## src/rtl/i2c_master.sv

```systemverilog
// Single-byte I2C bus master: START, 7-bit address + R/W, ACK, one data byte, ACK/NACK, STOP.
// SCL is derived from clk; each bit period is four quarter-phases of CLK_DIV cycles.
module i2c_master #(
  parameter int unsigned CLK_DIV    = 4,
  parameter int unsigned DATA_WIDTH = 8
) (
  input  logic                  clk,
  input  logic                  rst,
  input  logic                  start,
  input  logic [6:0]            slave_addr,
  input  logic                  rw,
  input  logic [DATA_WIDTH-1:0] wr_data,
  output logic [DATA_WIDTH-1:0] rd_data,
  output logic                  busy,
  output logic                  done,
  output logic                  ack_err,
  output logic                  SCL_O,
  output logic                  SDA_O,
  input  logic                  SDA_I
);

  localparam int unsigned DIV_W = (CLK_DIV > 1) ? $clog2(CLK_DIV) : 1;
  localparam int unsigned BIT_W = 3;

  typedef enum logic [2:0] {
    S_IDLE, S_START, S_ADDR, S_ADDR_ACK, S_WR_DATA, S_RD_DATA, S_DATA_ACK, S_STOP
  } state_e;

  state_e                state_q, state_d;
  logic [DIV_W-1:0]      div_q, div_d;
  logic [1:0]            phase_q, phase_d;
  logic [BIT_W-1:0]      bit_q, bit_d;
  logic [DATA_WIDTH-1:0] shift_q, shift_d;
  logic [DATA_WIDTH-1:0] wdata_q, wdata_d;
  logic [DATA_WIDTH-1:0] rshift_q, rshift_d;
  logic [DATA_WIDTH-1:0] rd_data_q, rd_data_d;
  logic                  rw_q, rw_d;
  logic                  ack_err_q, ack_err_d;
  logic                  busy_q, busy_d;
  logic                  done_q, done_d;
  logic                  scl_q, scl_d;
  logic                  sda_q, sda_d;
  logic                  tick_c, rise_c, period_end_c;

  // Registered state; reset releases the bus without generating STOP.
  always_ff @(posedge clk) begin
    if (rst) begin
      state_q   <= S_IDLE;
      div_q     <= '0;
      phase_q   <= '0;
      bit_q     <= '0;
      shift_q   <= '0;
      wdata_q   <= '0;
      rshift_q  <= '0;
      rd_data_q <= '0;
      rw_q      <= 1'b0;
      ack_err_q <= 1'b0;
      busy_q    <= 1'b0;
      done_q    <= 1'b0;
      scl_q     <= 1'b1;
      sda_q     <= 1'b1;
    end else begin
      state_q   <= state_d;
      div_q     <= div_d;
      phase_q   <= phase_d;
      bit_q     <= bit_d;
      shift_q   <= shift_d;
      wdata_q   <= wdata_d;
      rshift_q  <= rshift_d;
      rd_data_q <= rd_data_d;
      rw_q      <= rw_d;
      ack_err_q <= ack_err_d;
      busy_q    <= busy_d;
      done_q    <= done_d;
      scl_q     <= scl_d;
      sda_q     <= sda_d;
    end
  end

  assign tick_c       = (div_q == DIV_W'(CLK_DIV - 1));
  assign rise_c       = tick_c && (phase_q == 2'd1);
  assign period_end_c = tick_c && (phase_q == 2'd3);

  // Next-state logic; bus lines are registered from the next state and phase.
  always_comb begin
    state_d   = state_q;
    div_d     = div_q;
    phase_d   = phase_q;
    bit_d     = bit_q;
    shift_d   = shift_q;
    wdata_d   = wdata_q;
    rshift_d  = rshift_q;
    rd_data_d = rd_data_q;
    rw_d      = rw_q;
    ack_err_d = ack_err_q;
    busy_d    = busy_q;
    done_d    = 1'b0;
    scl_d     = 1'b1;
    sda_d     = 1'b1;

    if (state_q != S_IDLE) begin
      div_d = tick_c ? '0 : div_q + DIV_W'(1);
      if (tick_c) phase_d = phase_q + 2'd1;
    end

    case (state_q)
      S_IDLE: begin
        if (start) begin
          state_d   = S_START;
          shift_d   = {slave_addr, rw};
          wdata_d   = wr_data;
          rw_d      = rw;
          ack_err_d = 1'b0;
          busy_d    = 1'b1;
          div_d     = '0;
          phase_d   = '0;
        end
      end
      S_START: begin
        if (period_end_c) begin
          state_d = S_ADDR;
          bit_d   = BIT_W'(7);
        end
      end
      S_ADDR: begin
        if (period_end_c) begin
          shift_d = {shift_q[DATA_WIDTH-2:0], 1'b0};
          if (bit_q == '0) state_d = S_ADDR_ACK;
          else             bit_d   = bit_q - BIT_W'(1);
        end
      end
      S_ADDR_ACK: begin
        if (rise_c && SDA_I) ack_err_d = 1'b1;
        if (period_end_c) begin
          bit_d = BIT_W'(7);
          if (ack_err_q) begin
            state_d = S_STOP;
          end else if (rw_q) begin
            state_d = S_RD_DATA;
          end else begin
            state_d = S_WR_DATA;
            shift_d = wdata_q;
          end
        end
      end
      S_WR_DATA: begin
        if (period_end_c) begin
          shift_d = {shift_q[DATA_WIDTH-2:0], 1'b0};
          if (bit_q == '0) state_d = S_DATA_ACK;
          else             bit_d   = bit_q - BIT_W'(1);
        end
      end
      S_RD_DATA: begin
        if (rise_c) rshift_d = {rshift_q[DATA_WIDTH-2:0], SDA_I};
        if (period_end_c) begin
          if (bit_q == '0) begin
            state_d   = S_DATA_ACK;
            rd_data_d = rshift_q;
          end else begin
            bit_d = bit_q - BIT_W'(1);
          end
        end
      end
      S_DATA_ACK: begin
        // After a read the master NACKs by leaving SDA released.
        if (rise_c && !rw_q && SDA_I) ack_err_d = 1'b1;
        if (period_end_c) state_d = S_STOP;
      end
      S_STOP: begin
        if (period_end_c) begin
          state_d = S_IDLE;
          done_d  = 1'b1;
          busy_d  = 1'b0;
        end
      end
      default: state_d = S_IDLE;
    endcase

    case (state_d)
      S_IDLE:               begin scl_d = 1'b1;       sda_d = 1'b1;                end
      S_START:              begin scl_d = 1'b1;       sda_d = ~phase_d[1];         end
      S_ADDR, S_WR_DATA:    begin scl_d = phase_d[1]; sda_d = shift_d[DATA_WIDTH-1]; end
      S_STOP:               begin scl_d = phase_d[1]; sda_d = (phase_d == 2'd3);   end
      default:              begin scl_d = phase_d[1]; sda_d = 1'b1;                end
    endcase
  end

  assign rd_data = rd_data_q;
  assign busy    = busy_q;
  assign done    = done_q;
  assign ack_err = ack_err_q;
  assign SCL_O   = scl_q;
  assign SDA_O   = sda_q;

endmodule

```

## config.mk

```make
export PLATFORM = sky130hd
export DESIGN_NAME = i2c_master
export DESIGN_NICKNAME = d
export VERILOG_FILES = /design/src/rtl/i2c_master.sv
export SDC_FILE = /design/constraint.sdc
export NUM_CORES = 1
export LEC_CHECK = 0
export ABC_AREA = 1
export BUFFER_PORTS_ARGS = -buffer_cell sky130_fd_sc_hd__buf_2
export CORE_MARGIN = 2
export CORE_UTILIZATION = 46
export CTS_CLUSTER_SIZE = 25
export DETAILED_ROUTE_END_ITERATION = 12
export PLACE_DENSITY = 0.69
export SYNTH_ARGS = -nofsm -noshare
export SYNTH_HDL_FRONTEND = slang
export SYNTH_SLANG_ARGS = --single-unit
```

## constraint.sdc

```tcl
create_clock -name clk -period 1.4 [get_ports clk]
set_clock_uncertainty 0.05 [all_clocks]
set_input_delay 0.28 -clock clk [delete_from_list [all_inputs] [get_ports clk]]
set_output_delay 0.28 -clock clk [all_outputs]
set_load 0.005 [all_outputs]
```

==> results of run 1 <==
per-layer routing:
layer / GRT usage (%) / vias up / wire length (µm)
li1: - / 1210 / -
met1: 27.2 / 1086 / 2640
met2: 34.1 / 61 / 2900
met3: 4.07 / 15 / 276
met4: 6.35 / 0 / 105
met5: 0 / - / 0
cells in the final DEF (no fill, tap or decap), types with 4 or more instances in the layout:
| cell type | Yosys | final |
|---|---|---|
| sky130_fd_sc_hd__nand2_1 | 66 | 52 |
| sky130_fd_sc_hd__buf_4 | 4 | 43 |
| sky130_fd_sc_hd__dfxtp_1 | 48 | 42 |
| sky130_fd_sc_hd__a21oi_1 | 39 | 36 |
| sky130_fd_sc_hd__buf_2 | 1 | 32 |
| sky130_fd_sc_hd__inv_1 | 39 | 31 |
| sky130_fd_sc_hd__nor2_1 | 40 | 26 |
| sky130_fd_sc_hd__o21ai_0 | 32 | 20 |
| sky130_fd_sc_hd__nand2_2 | 6 | 18 |
| sky130_fd_sc_hd__nor2_4 | 3 | 15 |
| sky130_fd_sc_hd__o21ai_1 | 2 | 13 |
| sky130_fd_sc_hd__inv_2 | 6 | 12 |
| sky130_fd_sc_hd__nor2_2 | 5 | 7 |
| sky130_fd_sc_hd__nand3_2 | 3 | 6 |
| sky130_fd_sc_hd__nand3_1 | 10 | 6 |
| sky130_fd_sc_hd__clkbuf_8 | 0 | 6 |
| sky130_fd_sc_hd__buf_6 | 0 | 6 |
| sky130_fd_sc_hd__nand2_4 | 2 | 4 |
stage by stage:
step / cells / power (µW) / setup WS [ps] / instance area [µm²]
6_report: 476 / 2740 / -282 / 3300
3_5_place_dp: 453 / 1840 / -182 / 2850
2_1_floorplan: 326 / 1690 / -60.9 / 2360
3_3_place_gp: 453 / 1830 / -138 / 2850
5_1_grt: 476 / 2850 / -355 / 3300
4_1_cts: 465 / 2690 / -135 / 3030
worst max path at each step:
stage	cells after the start	slack (ps)	to
after floorplan	12	-60	SDA_O
after global placement	12	-140	SDA_O
after detailed placement	10	-180	SCL_O
after CTS	9	-140	SCL_O
after global routing	12	-360	SDA_O
final	12	-280	SDA_O
worst register-to-register path, stage by stage, from the launching register on:
cell	delay, ps
sky130_fd_sc_hd__dfxtp_2	350
sky130_fd_sc_hd__ha_4	190
sky130_fd_sc_hd__buf_6	140
sky130_fd_sc_hd__nand2_2	60
sky130_fd_sc_hd__inv_2	40
sky130_fd_sc_hd__nor2_4	110
sky130_fd_sc_hd__nand3_2	90
sky130_fd_sc_hd__a21oi_2	160
sky130_fd_sc_hd__nand2_1	80
sky130_fd_sc_hd__nor2_1	130
sky130_fd_sc_hd__nor2_1	70
sky130_fd_sc_hd__nand2_1	60
sky130_fd_sc_hd__nand2_1	50
what timing repair did:
item	4_1_cts	5_1_grt
buffers inserted	5	11
endpoints found under the setup margin	39	43
pin swaps	3	24
resized for setup	33	51
cloned	1	0
layout make-up:
cell class	instances	area (µm²)	area share (%)
multi-input cells	226	1380	41.8
repair buffers	83	591	17.9
clock buffers	6	82.6	2.50
well taps	67	83.8	2.54
flip-flops and latches	48	976	29.6
clock inverters	1	8.76	0.265
inverters	45	181	5.49
cell families (layout without fill, tap and decap cells):
logic type	Yosys count	in the layout	synth area share (%)
buffers and inverters	53	135	9.40
flip-flops	48	48	42.0
XOR/XNOR	1	1	0.383
AO/OA/AOI/OAI	78	78	17.7
adder cells (fa/ha/maj)	5	5	2.73
AND/OR/NAND/NOR	141	142	27.8
power by group through the flow:
stage / registers, µW / clock network [µW] / logic, µW
2_1_floorplan: 1480 / 0 / 212
3_3_place_gp: 1480 / 0 / 349
3_5_place_dp: 1480 / 0 / 354
4_1_cts: 1450 / 868 / 372
5_1_grt: 1460 / 919 / 469
6_report: 1460 / 857 / 423
sequential cells by signal, indices dropped and copies added, names as in the netlist:
register and cells:
SDA_O 1, rw_q 1, ack_err 1, div_q 2
rd_data 8, SCL_O 1, shift_q 8, state_q 3
done 1, bit_q 3, busy 1, phase_q 2
wdata_q 8, rshift_q 8
==> flow_summary.html, run 1 <==
<table>
<tr><th>Metric</th><th>Value</th></tr>
<tr><th colspan="2">Outcome</th></tr>
<tr><td>Result of the run</td><td>finished with violations</td></tr>
<tr><td>Violations in the final reports</td><td>negative setup slack</td></tr>
<tr><th colspan="2">Worst setup path</th></tr>
<tr><td>Startpoint of the lowest-slack register-to-register path</td><td>div_q[0]</td></tr>
<tr><td>Logic depth of the worst register-to-register path</td><td>12</td></tr>
<tr><td>Longest individual stage delay on the worst path</td><td>350 ps</td></tr>
<tr><td>Cell Chain, Critical Path</td><td>ha_4 &gt; buf_6 &gt; nand2_2 &gt; inv_2 &gt; nor2_4 &gt; nand3_2 &gt; a21oi_2 &gt; nand2_1 &gt; nor2_1 &gt; nor2_1 &gt; nand2_1 &gt; nand2_1</td></tr>
<tr><td>Critical Path Most Common Cell</td><td>sky130_fd_sc_hd__nand2_1</td></tr>
<tr><td>Number of buffer and inverter stages on the critical path</td><td>2</td></tr>
<tr><td>Critical Path Slowest Stage Cell</td><td>sky130_fd_sc_hd__dfxtp_2</td></tr>
<tr><td>Worst R2R End</td><td>SDA_O</td></tr>
<tr><td>Start-to-end type of the worst setup path</td><td>reg -&gt; reg</td></tr>
<tr><td>Timing startpoint of the critical path</td><td>div_q[0]</td></tr>
<tr><td>Sort of element at the start of the critical path</td><td>register</td></tr>
<tr><td>Arrival @ worst endpoint</td><td>roughly 1800 ps</td></tr>
<tr><td>Data required, critical path</td><td>about 1500 ps</td></tr>
<tr><td>Kind of cell adding the most delay to the critical path</td><td>simple AND/OR/NAND/NOR gates</td></tr>
<tr><td>Critical Path End Type</td><td>register</td></tr>
<tr><td>Setup slack, reg-to-reg</td><td>-280 ps</td></tr>
<tr><td>Largest driver fanout on the critical path</td><td>5</td></tr>
<tr><th colspan="2">Logic synthesis</th></tr>
<tr><td>Post-Synthesis Mean Instance Area</td><td>about 7 µm²</td></tr>
<tr><td>Cell with the most instances after synthesis</td><td>sky130_fd_sc_hd__nand2_1</td></tr>
<tr><td>Commonest register cell after synthesis</td><td>sky130_fd_sc_hd__dfxtp_1</td></tr>
<tr><td>Post-synthesis sequential area ratio</td><td>a little over two fifths</td></tr>
<tr><td>Cell area after synthesis</td><td>~2300 µm²</td></tr>
<tr><td>Number of distinct standard cells referenced by the synthesized netlist</td><td>25</td></tr>
<tr><td>Synth Register Bits</td><td>between 40 and 50</td></tr>
<tr><td>Synth Warn #</td><td>0</td></tr>
<tr><td>Count of flip-flops with a built-in enable after synthesis</td><td>0</td></tr>
<tr><td>Biggest area consumer among synthesized cells</td><td>sky130_fd_sc_hd__dfxtp_1</td></tr>
<tr><td>Main area contributors after synthesis</td><td>sky130_fd_sc_hd__dfxtp_1, sky130_fd_sc_hd__nand2_1, sky130_fd_sc_hd__a21oi_1</td></tr>
<tr><td>Commonest cells in the netlist</td><td>sky130_fd_sc_hd__nand2_1, sky130_fd_sc_hd__dfxtp_1, sky130_fd_sc_hd__nor2_1</td></tr>
<tr><td>Post-synthesis net count</td><td>around 350</td></tr>
<tr><td>Share of synthesized flip-flops with an asynchronous set or reset</td><td>0%</td></tr>
<tr><td>Syn Inst Count</td><td>between 300 and 400</td></tr>
<tr><td>Area share of the largest cell type after synthesis</td><td>42.0%</td></tr>
<tr><th colspan="2">CTS</th></tr>
<tr><td>Clock latency on the worst-skew pair</td><td>approximately 300 ps</td></tr>
<tr><td>Number of clock sinks seen by CTS</td><td>48</td></tr>
<tr><td>Clock tree buffer depth</td><td>2</td></tr>
<tr><td>CTS Root Cell</td><td>sky130_fd_sc_hd__clkbuf_8</td></tr>
<tr><td>Clock Pin Slew Worst Setup and Hold Paths</td><td>~90 ps</td></tr>
<tr><td>TritonCTS clock tree</td><td>done</td></tr>
<tr><td>Hold buffer count at CTS</td><td>0</td></tr>
<tr><td>Clock buffer count from CTS</td><td>5</td></tr>
<tr><td>H-Tree Depth</td><td>2</td></tr>
<tr><th colspan="2">STA</th></tr>
<tr><td>Slew margin rel.</td><td>just over 80%</td></tr>
<tr><td>Sum Neg Setup Slack</td><td>-2450 ps</td></tr>
<tr><td>Setup violation total in the final timing report</td><td>26</td></tr>
<tr><td>Final Slew Violations</td><td>0</td></tr>
<tr><td>Final hold slack</td><td>181 ps</td></tr>
<tr><td>Period utilization</td><td>120%</td></tr>
<tr><td>Unrepaired setup endpoints after global routing</td><td>yes</td></tr>
<tr><td>Fin worst setup slack</td><td>-282 ps</td></tr>
<tr><td>F_max</td><td>around 590 MHz</td></tr>
<tr><td>Slew at the pin closest to its max-slew limit</td><td>259 ps</td></tr>
<tr><td>Endpoints failing hold</td><td>0</td></tr>
<tr><td>Tmin final</td><td>approximately 1700 ps</td></tr>
<tr><th colspan="2">Global routing</th></tr>
<tr><td>Initial antenna violation count</td><td>0</td></tr>
<tr><td>Overall routing resource usage</td><td>roughly a fifth</td></tr>
<tr><td>Sum of overflow across all layers after global routing</td><td>0</td></tr>
<tr><td>Via count of the first global-routing pass</td><td>a little over 2000</td></tr>
<tr><td>First-pass GRT wire length</td><td>about 8.9 mm</td></tr>
<tr><td>Largest net degree at the start of global routing</td><td>27</td></tr>
<tr><th colspan="2">Power and ir drop</th></tr>
<tr><td>Peak supply drop</td><td>approximately 0.44 mV</td></tr>
<tr><td>Pwr dens</td><td>slightly above 800 nW/µm²</td></tr>
<tr><td>Leak pwr</td><td>approximately 0.0015 µW</td></tr>
<tr><td>Combinational share of power</td><td>15.5%</td></tr>
<tr><td>Reg power frac</td><td>53.2%</td></tr>
<tr><td>Switching Fraction</td><td>26.7%</td></tr>
<tr><td>Internal power</td><td>approximately 2000 µW</td></tr>
<tr><td>Clk pwr share</td><td>around 31%</td></tr>
<tr><td>Net switching power of the design</td><td>732 µW</td></tr>
<tr><th colspan="2">Die</th></tr>
<tr><td>Standard-cell row count</td><td>25</td></tr>
<tr><td>Vert. Die Dim</td><td>~75 µm</td></tr>
<tr><td>Die Outline Area</td><td>~5600 µm²</td></tr>
<tr><td>Area of the core</td><td>4750 µm²</td></tr>
<tr><td>Number of top-level pins</td><td>33</td></tr>
<tr><td>Initial standard-cell utilization of the core</td><td>48.2%</td></tr>
<tr><td>Die Wd</td><td>~75 µm</td></tr>
<tr><th colspan="2">Placed design</th></tr>
<tr><td>IO buf count</td><td>32</td></tr>
<tr><td>Detailed placement HPWL</td><td>~3.9 mm</td></tr>
<tr><td>Placer's final routability congestion estimate</td><td>0.884</td></tr>
<tr><th colspan="2">Drt</th></tr>
<tr><td>Detailed Route Iter0 Violations</td><td>between 80 and 90</td></tr>
<tr><td>Mean number of vias per cell</td><td>between 4 and 5</td></tr>
<tr><td>Final wirelength</td><td>approximately 5.9 mm</td></tr>
<tr><td>Router iterations before antenna repair</td><td>4</td></tr>
<tr><td>Antenna-violating nets left</td><td>0</td></tr>
<tr><td>DRC errors left</td><td>0</td></tr>
<tr><td>Via count</td><td>2372</td></tr>
<tr><td>Wirelength per Cell</td><td>12.4 µm</td></tr>
<tr><th colspan="2">Finish</th></tr>
<tr><td>Antenna diodes</td><td>0</td></tr>
<tr><td>Layout filler cell count</td><td>400</td></tr>
<tr><td>Layout overhead on the synthesized area</td><td>44.2%</td></tr>
<tr><td>Final core area utilization</td><td>around 69%</td></tr>
<tr><td>Share of post-route cells with drive strength above 1</td><td>a little over two fifths</td></tr>
<tr><td>Nets@finish</td><td>between 400 and 500</td></tr>
<tr><th colspan="2">Min path</th></tr>
<tr><td>Class of the tightest hold or removal check</td><td>in -&gt; reg</td></tr>
<tr><td>Number of cells on the worst hold path</td><td>3</td></tr>
<tr><td>Worst-case hold path end point</td><td>wdata_q[7]</td></tr>
<tr><td>Launch instance of the worst min-delay path</td><td>wr_data[7]</td></tr>
<tr><th colspan="2">Job</th></tr>
<tr><td>Total of max-cap violations</td><td>0</td></tr>
</table>
Note: power is estimated with default switching activity, not from simulation.
==> inputs of run 2 (changes only) <==
--- a/config.mk
+++ b/config.mk
@@ -11,6 +11,7 @@
 export CORE_UTILIZATION = 46
 export CTS_CLUSTER_SIZE = 25
 export DETAILED_ROUTE_END_ITERATION = 12
+export MAX_ROUTING_LAYER = met4
 export PLACE_DENSITY = 0.69
 export SYNTH_ARGS = -nofsm -noshare
 export SYNTH_HDL_FRONTEND = slang
==> flow_summary.html, run 2 (synthesis results as in run 1) <==
<table>
<tr><th>Metric</th><th>Value</th></tr>
<tr><th colspan="2">Global routing</th></tr>
<tr><td>Via count of the first global-routing pass</td><td>2037 (was 2031)</td></tr>
<tr><td>Largest net degree at the start of global routing</td><td>27 (unchanged)</td></tr>
<tr><td>Met2 usage</td><td>34.1% (unchanged)</td></tr>
<tr><td>Sum of overflow across all layers after global routing</td><td>0 (unchanged)</td></tr>
<tr><td>Met3 usage</td><td>3.25% (was 4.07%)</td></tr>
<tr><td>Overall routing resource usage</td><td>21.2% (was 20.6%)</td></tr>
<tr><td>Met1 usage in global routing</td><td>27.2% (unchanged)</td></tr>
<tr><td>Peak-usage layer in the global routing report</td><td>met2 (unchanged)</td></tr>
<tr><td>Initial antenna violation count</td><td>0 (unchanged)</td></tr>
<tr><td>First-pass GRT wire length</td><td>8.85 mm (was 8.86 mm)</td></tr>
<tr><th colspan="2">Power and ir drop</th></tr>
<tr><td>Pwr dens</td><td>828 nW/µm² (was 829 nW/µm²)</td></tr>
<tr><td>Internal power</td><td>2010 µW (about the same)</td></tr>
<tr><td>Reg power frac</td><td>53.2% (about the same)</td></tr>
<tr><td>Combinational share of power</td><td>15.5% (about the same)</td></tr>
<tr><td>Leak pwr</td><td>0.00151 µW (unchanged)</td></tr>
<tr><td>Peak supply drop</td><td>0.440 mV (was 0.438 mV)</td></tr>
<tr><td>Total Power Consumption</td><td>2740 µW (about the same)</td></tr>
<tr><td>Switching Fraction</td><td>26.7% (about the same)</td></tr>
<tr><td>Clk pwr share</td><td>31.3% (about the same)</td></tr>
<tr><td>Net switching power of the design</td><td>730 µW (was 732 µW)</td></tr>
<tr><th colspan="2">Worst setup path</th></tr>
<tr><td>Largest driver fanout on the critical path</td><td>5 (unchanged)</td></tr>
<tr><td>Kind of cell adding the most delay to the critical path</td><td>simple AND/OR/NAND/NOR gates (unchanged)</td></tr>
<tr><td>Data required, critical path</td><td>1540 ps (about the same)</td></tr>
<tr><td>Critical Path Most Common Cell</td><td>sky130_fd_sc_hd__nand2_1 (unchanged)</td></tr>
<tr><td>Cell Chain, Critical Path</td><td>ha_4 &gt; buf_6 &gt; nand2_2 &gt; inv_2 &gt; nor2_4 &gt; nand3_2 &gt; a21oi_2 &gt; nand2_1 &gt; nor2_1 &gt; nor2_1 &gt; nand2_1 &gt; nand2_1 (unchanged)</td></tr>
<tr><td>Critical Path End Type</td><td>register (unchanged)</td></tr>
<tr><td>Sort of element at the start of the critical path</td><td>register (unchanged)</td></tr>
<tr><td>Arrival @ worst endpoint</td><td>1830 ps (was 1820 ps)</td></tr>
<tr><td>Longest individual stage delay on the worst path</td><td>350 ps (about the same)</td></tr>
<tr><td>Number of buffer and inverter stages on the critical path</td><td>2 (unchanged)</td></tr>
<tr><td>Setup slack, reg-to-reg</td><td>-290 ps (was -280 ps)</td></tr>
<tr><td>Logic depth of the worst register-to-register path</td><td>12 (unchanged)</td></tr>
<tr><td>Stages on worst setup path</td><td>12 (unchanged)</td></tr>
<tr><td>Critical Path Slowest Stage Cell</td><td>sky130_fd_sc_hd__dfxtp_2 (unchanged)</td></tr>
<tr><td>Start-to-end type of the worst setup path</td><td>reg -&gt; reg (unchanged)</td></tr>
<tr><th colspan="2">STA</th></tr>
<tr><td>Setup violation total in the final timing report</td><td>27 (was 26)</td></tr>
<tr><td>Slew margin rel.</td><td>82.9% (was 82.7%)</td></tr>
<tr><td>Tmin final</td><td>1690 ps (was 1680 ps)</td></tr>
<tr><td>Fin worst setup slack</td><td>-290 ps (was -282 ps)</td></tr>
<tr><td>F_max</td><td>592 MHz (was 594 MHz)</td></tr>
<tr><td>Slew at the pin closest to its max-slew limit</td><td>256 ps (was 259 ps)</td></tr>
<tr><td>Period utilization</td><td>121% (was 120%)</td></tr>
<tr><td>Endpoints failing hold</td><td>0 (unchanged)</td></tr>
<tr><td>Unrepaired setup endpoints after global routing</td><td>yes (unchanged)</td></tr>
<tr><td>Final Slew Violations</td><td>0 (unchanged)</td></tr>
<tr><th colspan="2">Placed design</th></tr>
<tr><td>Placer's final routability congestion estimate</td><td>0.899 (was 0.884)</td></tr>
<tr><td>Detailed placement HPWL</td><td>3.95 mm (unchanged)</td></tr>
<tr><td>IO buf count</td><td>32 (unchanged)</td></tr>
<tr><td>Placed Instances</td><td>453 (unchanged)</td></tr>
<tr><th colspan="2">Drt</th></tr>
<tr><td>Antenna-violating nets left</td><td>0 (unchanged)</td></tr>
<tr><td>Final wirelength</td><td>5.92 mm (was 5.93 mm)</td></tr>
<tr><td>Mean number of vias per cell</td><td>5.05 (was 4.98)</td></tr>
<tr><td>DRC errors left</td><td>0 (unchanged)</td></tr>
<tr><td>Wirelength per Cell</td><td>12.4 µm (about the same)</td></tr>
<tr><td>Detailed Route Iter0 Violations</td><td>84 (was 83)</td></tr>
<tr><td>Via count</td><td>2402 (was 2372)</td></tr>
<tr><td>Router iterations before antenna repair</td><td>5 (was 4)</td></tr>
<tr><th colspan="2">CTS</th></tr>
<tr><td>Clock latency on the worst-skew pair</td><td>300 ps (about the same)</td></tr>
<tr><td>H-Tree Depth</td><td>2 (unchanged)</td></tr>
<tr><td>Number of clock sinks seen by CTS</td><td>48 (unchanged)</td></tr>
<tr><td>Clock buffer count from CTS</td><td>5 (unchanged)</td></tr>
<tr><td>Clock Pin Slew Worst Setup and Hold Paths</td><td>90 ps (about the same)</td></tr>
<tr><td>CTS Root Cell</td><td>sky130_fd_sc_hd__clkbuf_8 (unchanged)</td></tr>
<tr><td>TritonCTS clock tree</td><td>done (unchanged)</td></tr>
<tr><td>Clock tree buffer depth</td><td>2 (unchanged)</td></tr>
<tr><td>Hold buffer count at CTS</td><td>0 (unchanged)</td></tr>
<tr><th colspan="2">Die</th></tr>
<tr><td>Standard-cell row count</td><td>25 (unchanged)</td></tr>
<tr><td>Initial standard-cell utilization of the core</td><td>48.2% (unchanged)</td></tr>
<tr><td>Area of the core</td><td>4750 µm² (unchanged)</td></tr>
<tr><td>Vert. Die Dim</td><td>74.6 µm (unchanged)</td></tr>
<tr><td>Die Wd</td><td>74.6 µm (unchanged)</td></tr>
<tr><td>Number of top-level pins</td><td>33 (unchanged)</td></tr>
<tr><td>Die Outline Area</td><td>5560 µm² (unchanged)</td></tr>
<tr><th colspan="2">Finish</th></tr>
<tr><td>Final core area utilization</td><td>69.4% (unchanged)</td></tr>
<tr><td>Layout overhead on the synthesized area</td><td>44.2% (unchanged)</td></tr>
<tr><td>Number of standard cells in the final layout excluding fillers</td><td>476 (unchanged)</td></tr>
<tr><td>Flip-flop and latch area</td><td>976 µm² (unchanged)</td></tr>
<tr><td>Share of post-route cells with drive strength above 1</td><td>42.8% (unchanged)</td></tr>
<tr><td>Layout filler cell count</td><td>393 (was 400)</td></tr>
<tr><td>Antenna diodes</td><td>0 (unchanged)</td></tr>
<tr><td>Top library cells by usage in the layout, fill and taps aside</td><td>sky130_fd_sc_hd__nand2_1, sky130_fd_sc_hd__buf_4, sky130_fd_sc_hd__dfxtp_1, sky130_fd_sc_hd__a21oi_1, sky130_fd_sc_hd__buf_2 (unchanged)</td></tr>
<tr><td>Nets@finish</td><td>434 (unchanged)</td></tr>
<tr><td>Most common library cell in the layout ignoring fill and taps</td><td>sky130_fd_sc_hd__nand2_1 (unchanged)</td></tr>
<tr><td>Area of the multi-input gates</td><td>1380 µm² (unchanged)</td></tr>
<tr><th colspan="2">Outcome</th></tr>
<tr><td>Violations in the final reports</td><td>negative setup slack (unchanged)</td></tr>
<tr><td>Result of the run</td><td>finished with violations (unchanged)</td></tr>
<tr><th colspan="2">Min path</th></tr>
<tr><td>Number of cells on the worst hold path</td><td>3 (unchanged)</td></tr>
<tr><td>Class of the tightest hold or removal check</td><td>in -&gt; reg (unchanged)</td></tr>
<tr><th colspan="2">Job</th></tr>
<tr><td>Total of max-cap violations</td><td>0 (unchanged)</td></tr>
</table>
[run 2: cell counts in the layout (fill, tap and decap cells not counted)]
Identical to the previous run, type by type.
[run 2: per-stage QoR]
stage	setup WS, ps	area (µm²)	hold slack [ps]	setup TNS, ps
floorplan	-60.9	2360	311	-60.9
detailed placement	-182	2850	384	-1640
CTS	-135	3030	182	-1560
finish	-290	3300	181	-2380
global placement	-138	2850	385	-814
global route	-355	3300	175	-5110
[run 2: path summary, 6_finish.rpt]
path	from	endpoint
max	div_q[0]	SDA_O
min	wr_data[7]	wdata_q[7]
max reg2reg	div_q[0]	SDA_O
min reg2reg	rd_data[0]	rd_data[0]
[run 2: power by group through the flow]
stage	registers [µW]	clock network (µW)	logic, µW
5_1_grt	1460	914	469
6_report	1460	856	423
2_1_floorplan	1480	0	212
3_5_place_dp	1480	0	354
4_1_cts	1450	868	372
3_3_place_gp	1480	0	349
[run 2: worst register-to-register path: stages (launching register included)]
cell and delay (ps):
sky130_fd_sc_hd__dfxtp_2 350, sky130_fd_sc_hd__ha_4 190, sky130_fd_sc_hd__buf_6 140, sky130_fd_sc_hd__nand2_2 60, sky130_fd_sc_hd__inv_2 40, sky130_fd_sc_hd__nor2_4 110
sky130_fd_sc_hd__nand3_2 90, sky130_fd_sc_hd__a21oi_2 170, sky130_fd_sc_hd__nand2_1 80, sky130_fd_sc_hd__nor2_1 130, sky130_fd_sc_hd__nor2_1 70, sky130_fd_sc_hd__nand2_1 60
sky130_fd_sc_hd__nand2_1 50
[run 2: what timing repair did]
item,CTS,global route
setup endpoints to repair,39,43
resized for setup,33,51
gates cloned,1,0
pin swaps,3,24
setup buffers,5,11
[run 2: cell type report]
cell class | count | share of cell area [%]
inverter | 45 | 5.49
timing repair buffer | 83 | 17.9
clock inverter | 1 | 0.265
sequential | 48 | 29.6
multi-input combinational | 226 | 41.8
clock buffer | 6 | 2.50
tap | 67 | 2.54
[run 2: routing by layer]
metal,wire [µm],vias up
li1,-,1209
met1,2570,1100
met2,2890,76
met3,287,17
met4,172,0
met5,0,-
==> inputs of run 3 (changes only) <==
--- a/config.mk
+++ b/config.mk
@@ -13,6 +13,7 @@
 export DETAILED_ROUTE_END_ITERATION = 12
 export MAX_ROUTING_LAYER = met4
 export PLACE_DENSITY = 0.69
+export SETUP_SLACK_MARGIN = 0.02
 export SYNTH_ARGS = -nofsm -noshare
 export SYNTH_HDL_FRONTEND = slang
 export SYNTH_SLANG_ARGS = --single-unit
==> flow_summary.html, run 3 (synthesis results as in run 1) <==
<table>
<tr><th>Metric</th><th>Value</th></tr>
<tr><th colspan="2">Outcome</th></tr>
<tr><td>Result of the run</td><td>finished with violations (unchanged)</td></tr>
<tr><td>Violations in the final reports</td><td>negative setup slack (unchanged)</td></tr>
<tr><th colspan="2">Die</th></tr>
<tr><td>Number of top-level pins</td><td>33 (unchanged)</td></tr>
<tr><td>Standard-cell row count</td><td>25 (unchanged)</td></tr>
<tr><td>Vert. Die Dim</td><td>74.6 µm (unchanged)</td></tr>
<tr><td>Die Wd</td><td>74.6 µm (unchanged)</td></tr>
<tr><td>Initial standard-cell utilization of the core</td><td>48.2% (unchanged)</td></tr>
<tr><td>Area of the core</td><td>4750 µm² (unchanged)</td></tr>
<tr><td>Die Outline Area</td><td>5560 µm² (unchanged)</td></tr>
<tr><th colspan="2">Finish</th></tr>
<tr><td>Share of post-route cells with drive strength above 1</td><td>48.1% (was 42.8%)</td></tr>
<tr><td>Antenna diodes</td><td>0 (unchanged)</td></tr>
<tr><td>Most common library cell in the layout ignoring fill and taps</td><td>sky130_fd_sc_hd__nand2_1 (unchanged)</td></tr>
<tr><td>Layout overhead on the synthesized area</td><td>50.2% (was 44.2%)</td></tr>
<tr><td>Nets@finish</td><td>440 (was 434)</td></tr>
<tr><td>Top library cells by usage in the layout, fill and taps aside</td><td>sky130_fd_sc_hd__nand2_1, sky130_fd_sc_hd__buf_4, sky130_fd_sc_hd__dfxtp_1, sky130_fd_sc_hd__buf_2, sky130_fd_sc_hd__nor2_1 (was sky130_fd_sc_hd__nand2_1, sky130_fd_sc_hd__buf_4, sky130_fd_sc_hd__dfxtp_1, sky130_fd_sc_hd__a21oi_1, sky130_fd_sc_hd__buf_2)</td></tr>
<tr><td>Layout filler cell count</td><td>370 (was 393)</td></tr>
<tr><td>Final core area utilization</td><td>72.3% (was 69.4%)</td></tr>
<tr><th colspan="2">STA</th></tr>
<tr><td>Tmin final</td><td>1580 ps (was 1690 ps)</td></tr>
<tr><td>Unrepaired setup endpoints after global routing</td><td>yes (unchanged)</td></tr>
<tr><td>Period utilization</td><td>113% (was 121%)</td></tr>
<tr><td>Final hold slack</td><td>158 ps (was 181 ps)</td></tr>
<tr><td>Slew at the pin closest to its max-slew limit</td><td>336 ps (was 256 ps)</td></tr>
<tr><td>Fin worst setup slack</td><td>-178 ps (was -290 ps)</td></tr>
<tr><td>Slew margin rel.</td><td>77.5% (was 82.9%)</td></tr>
<tr><td>Final Slew Violations</td><td>0 (unchanged)</td></tr>
<tr><td>Sum Neg Setup Slack</td><td>-1390 ps (was -2380 ps)</td></tr>
<tr><td>Setup violation total in the final timing report</td><td>14 (was 27)</td></tr>
<tr><td>Endpoints failing hold</td><td>0 (unchanged)</td></tr>
<tr><td>F_max</td><td>634 MHz (was 592 MHz)</td></tr>
<tr><th colspan="2">Drt</th></tr>
<tr><td>Mean number of vias per cell</td><td>4.93 (was 5.05)</td></tr>
<tr><td>DRC errors left</td><td>0 (unchanged)</td></tr>
<tr><td>Via count</td><td>2383 (was 2402)</td></tr>
<tr><td>Wirelength per Cell</td><td>12.1 µm (was 12.4 µm)</td></tr>
<tr><td>Final wirelength</td><td>5.84 mm (was 5.92 mm)</td></tr>
<tr><td>Detailed Route Iter0 Violations</td><td>133 (was 84)</td></tr>
<tr><td>Router iterations before antenna repair</td><td>4 (was 5)</td></tr>
<tr><td>Antenna-violating nets left</td><td>0 (unchanged)</td></tr>
<tr><th colspan="2">CTS</th></tr>
<tr><td>Clock Pin Slew Worst Setup and Hold Paths</td><td>90 ps (about the same)</td></tr>
<tr><td>Clock tree buffer depth</td><td>2 (unchanged)</td></tr>
<tr><td>CTS Root Cell</td><td>sky130_fd_sc_hd__clkbuf_8 (unchanged)</td></tr>
<tr><td>Clock latency on the worst-skew pair</td><td>310 ps (was 300 ps)</td></tr>
<tr><td>Clock buffer count from CTS</td><td>5 (unchanged)</td></tr>
<tr><td>TritonCTS clock tree</td><td>done (unchanged)</td></tr>
<tr><td>Hold buffer count at CTS</td><td>0 (unchanged)</td></tr>
<tr><td>Number of clock sinks seen by CTS</td><td>48 (unchanged)</td></tr>
<tr><td>H-Tree Depth</td><td>2 (unchanged)</td></tr>
<tr><th colspan="2">Worst setup path</th></tr>
<tr><td>Sort of element at the start of the critical path</td><td>register (unchanged)</td></tr>
<tr><td>Data required, critical path</td><td>1550 ps (was 1540 ps)</td></tr>
<tr><td>Largest driver fanout on the critical path</td><td>8 (was 5)</td></tr>
<tr><td>Arrival @ worst endpoint</td><td>1730 ps (was 1830 ps)</td></tr>
<tr><td>Logic depth of the worst register-to-register path</td><td>14 (was 12)</td></tr>
<tr><td>Critical Path End Type</td><td>register (unchanged)</td></tr>
<tr><td>Start-to-end type of the worst setup path</td><td>reg -&gt; reg (unchanged)</td></tr>
<tr><th colspan="2">Placed design</th></tr>
<tr><td>Placer's final routability congestion estimate</td><td>0.929 (was 0.899)</td></tr>
<tr><td>Detailed placement HPWL</td><td>3.95 mm (about the same)</td></tr>
<tr><td>IO buf count</td><td>32 (unchanged)</td></tr>
<tr><td>Post-Place Setup Slack</td><td>-196 ps (was -182 ps)</td></tr>
<tr><th colspan="2">Min path</th></tr>
<tr><td>Class of the tightest hold or removal check</td><td>in -&gt; reg (unchanged)</td></tr>
<tr><td>Number of cells on the worst hold path</td><td>2 (was 3)</td></tr>
<tr><th colspan="2">Global routing</th></tr>
<tr><td>Overall routing resource usage</td><td>21.9% (was 21.2%)</td></tr>
<tr><td>Initial antenna violation count</td><td>0 (unchanged)</td></tr>
<tr><td>Largest net degree at the start of global routing</td><td>24 (was 27)</td></tr>
<tr><td>Via count of the first global-routing pass</td><td>2083 (was 2037)</td></tr>
<tr><td>First-pass GRT wire length</td><td>9.05 mm (was 8.85 mm)</td></tr>
<tr><td>Sum of overflow across all layers after global routing</td><td>0 (unchanged)</td></tr>
<tr><th colspan="2">Job</th></tr>
<tr><td>Total of max-cap violations</td><td>0 (unchanged)</td></tr>
<tr><th colspan="2">Power and ir drop</th></tr>
<tr><td>Pwr dens</td><td>864 nW/µm² (was 828 nW/µm²)</td></tr>
<tr><td>Leak pwr</td><td>0.00153 µW (was 0.00151 µW)</td></tr>
<tr><td>Peak supply drop</td><td>0.741 mV (was 0.440 mV)</td></tr>
</table>
[run 3: cell types whose count changed in the layout (fill, tap and decap cells not counted), sizes merged]
| cell | previous run | this run |
|---|---|---|
| buf | 83 | 89 |
| bufinv | 0 | 1 |
| clkinv | 1 | 0 |
| nand2 | 75 | 74 |
| nand3 | 13 | 14 |
| inv | 45 | 46 |
| clkinvlp | 0 | 1 |
| clkbuf | 6 | 5 |
[run 3: critical path, cell delays in order (launching register included)]
cell                      delay (ps)
sky130_fd_sc_hd__dfxtp_4         400
sky130_fd_sc_hd__ha_4            170
sky130_fd_sc_hd__nand2_8          90
sky130_fd_sc_hd__inv_8            80
sky130_fd_sc_hd__nand2_2          50
sky130_fd_sc_hd__nand2_2          80
sky130_fd_sc_hd__nand2_2          50
sky130_fd_sc_hd__nand2_2          60
sky130_fd_sc_hd__nand3_2          90
sky130_fd_sc_hd__nand2_2         100
sky130_fd_sc_hd__nand2_1          60
sky130_fd_sc_hd__inv_1            50
sky130_fd_sc_hd__nand2_1          40
sky130_fd_sc_hd__nand2_1          60
sky130_fd_sc_hd__nand2_1          50
[run 3: worst paths after layout]
path                                 start         end  slack (ps)
worst min register to register  rd_data[4]  rd_data[4]         400
worst max-delay path            phase_q[1]       SDA_O        -180
worst max register to register  phase_q[1]       SDA_O        -180
worst min-delay path                   rst  state_q[0]         160
[run 3: timing repair]
action	in CTS	in global routing
setup endpoints to repair	34	44
pin swaps	11	21
resized for setup	32	80
buffers inserted	3	4
gates cloned	1	1
hold endpoints to repair	0	0
[run 3: stage by stage]
step                std cells  total power, µW  area [µm²]
floorplan                 326             1700        2360
global route              483             3110        3440
finish                    483             2970        3440
detailed placement        466             1850        2950
global placement          466             1840        2950
CTS                       478             2930        3210
[run 3: report_power, final]
group,leakage [µW],switching [µW],total (µW),internal [µW]
combinational,0.00108,259,480,221
clock,0.0000548,496,1030,538
sequential,0.000396,36.6,1460,1420
[run 3: routing by layer]
metal	track usage [%]	wire length, µm	up-vias
met3	4.07	208	14
met1	26.7	2620	1087
met5	-	0	-
li1	-	-	1220
met4	8.13	131	0
met2	36.0	2880	62
[run 3: layout make-up]
| type | count | area (µm²) | share of cell area [%] |
|---|---|---|---|
| clock buffers | 5 | 68.8 | 2.00 |
| clock inverters | 3 | 46.3 | 1.35 |
| inverters | 45 | 186 | 5.42 |
| flip-flops and latches | 48 | 977 | 28.4 |
| repair buffers | 89 | 663 | 19.3 |
| multi-input cells | 226 | 1410 | 41.1 |
| well taps | 67 | 83.8 | 2.44 |
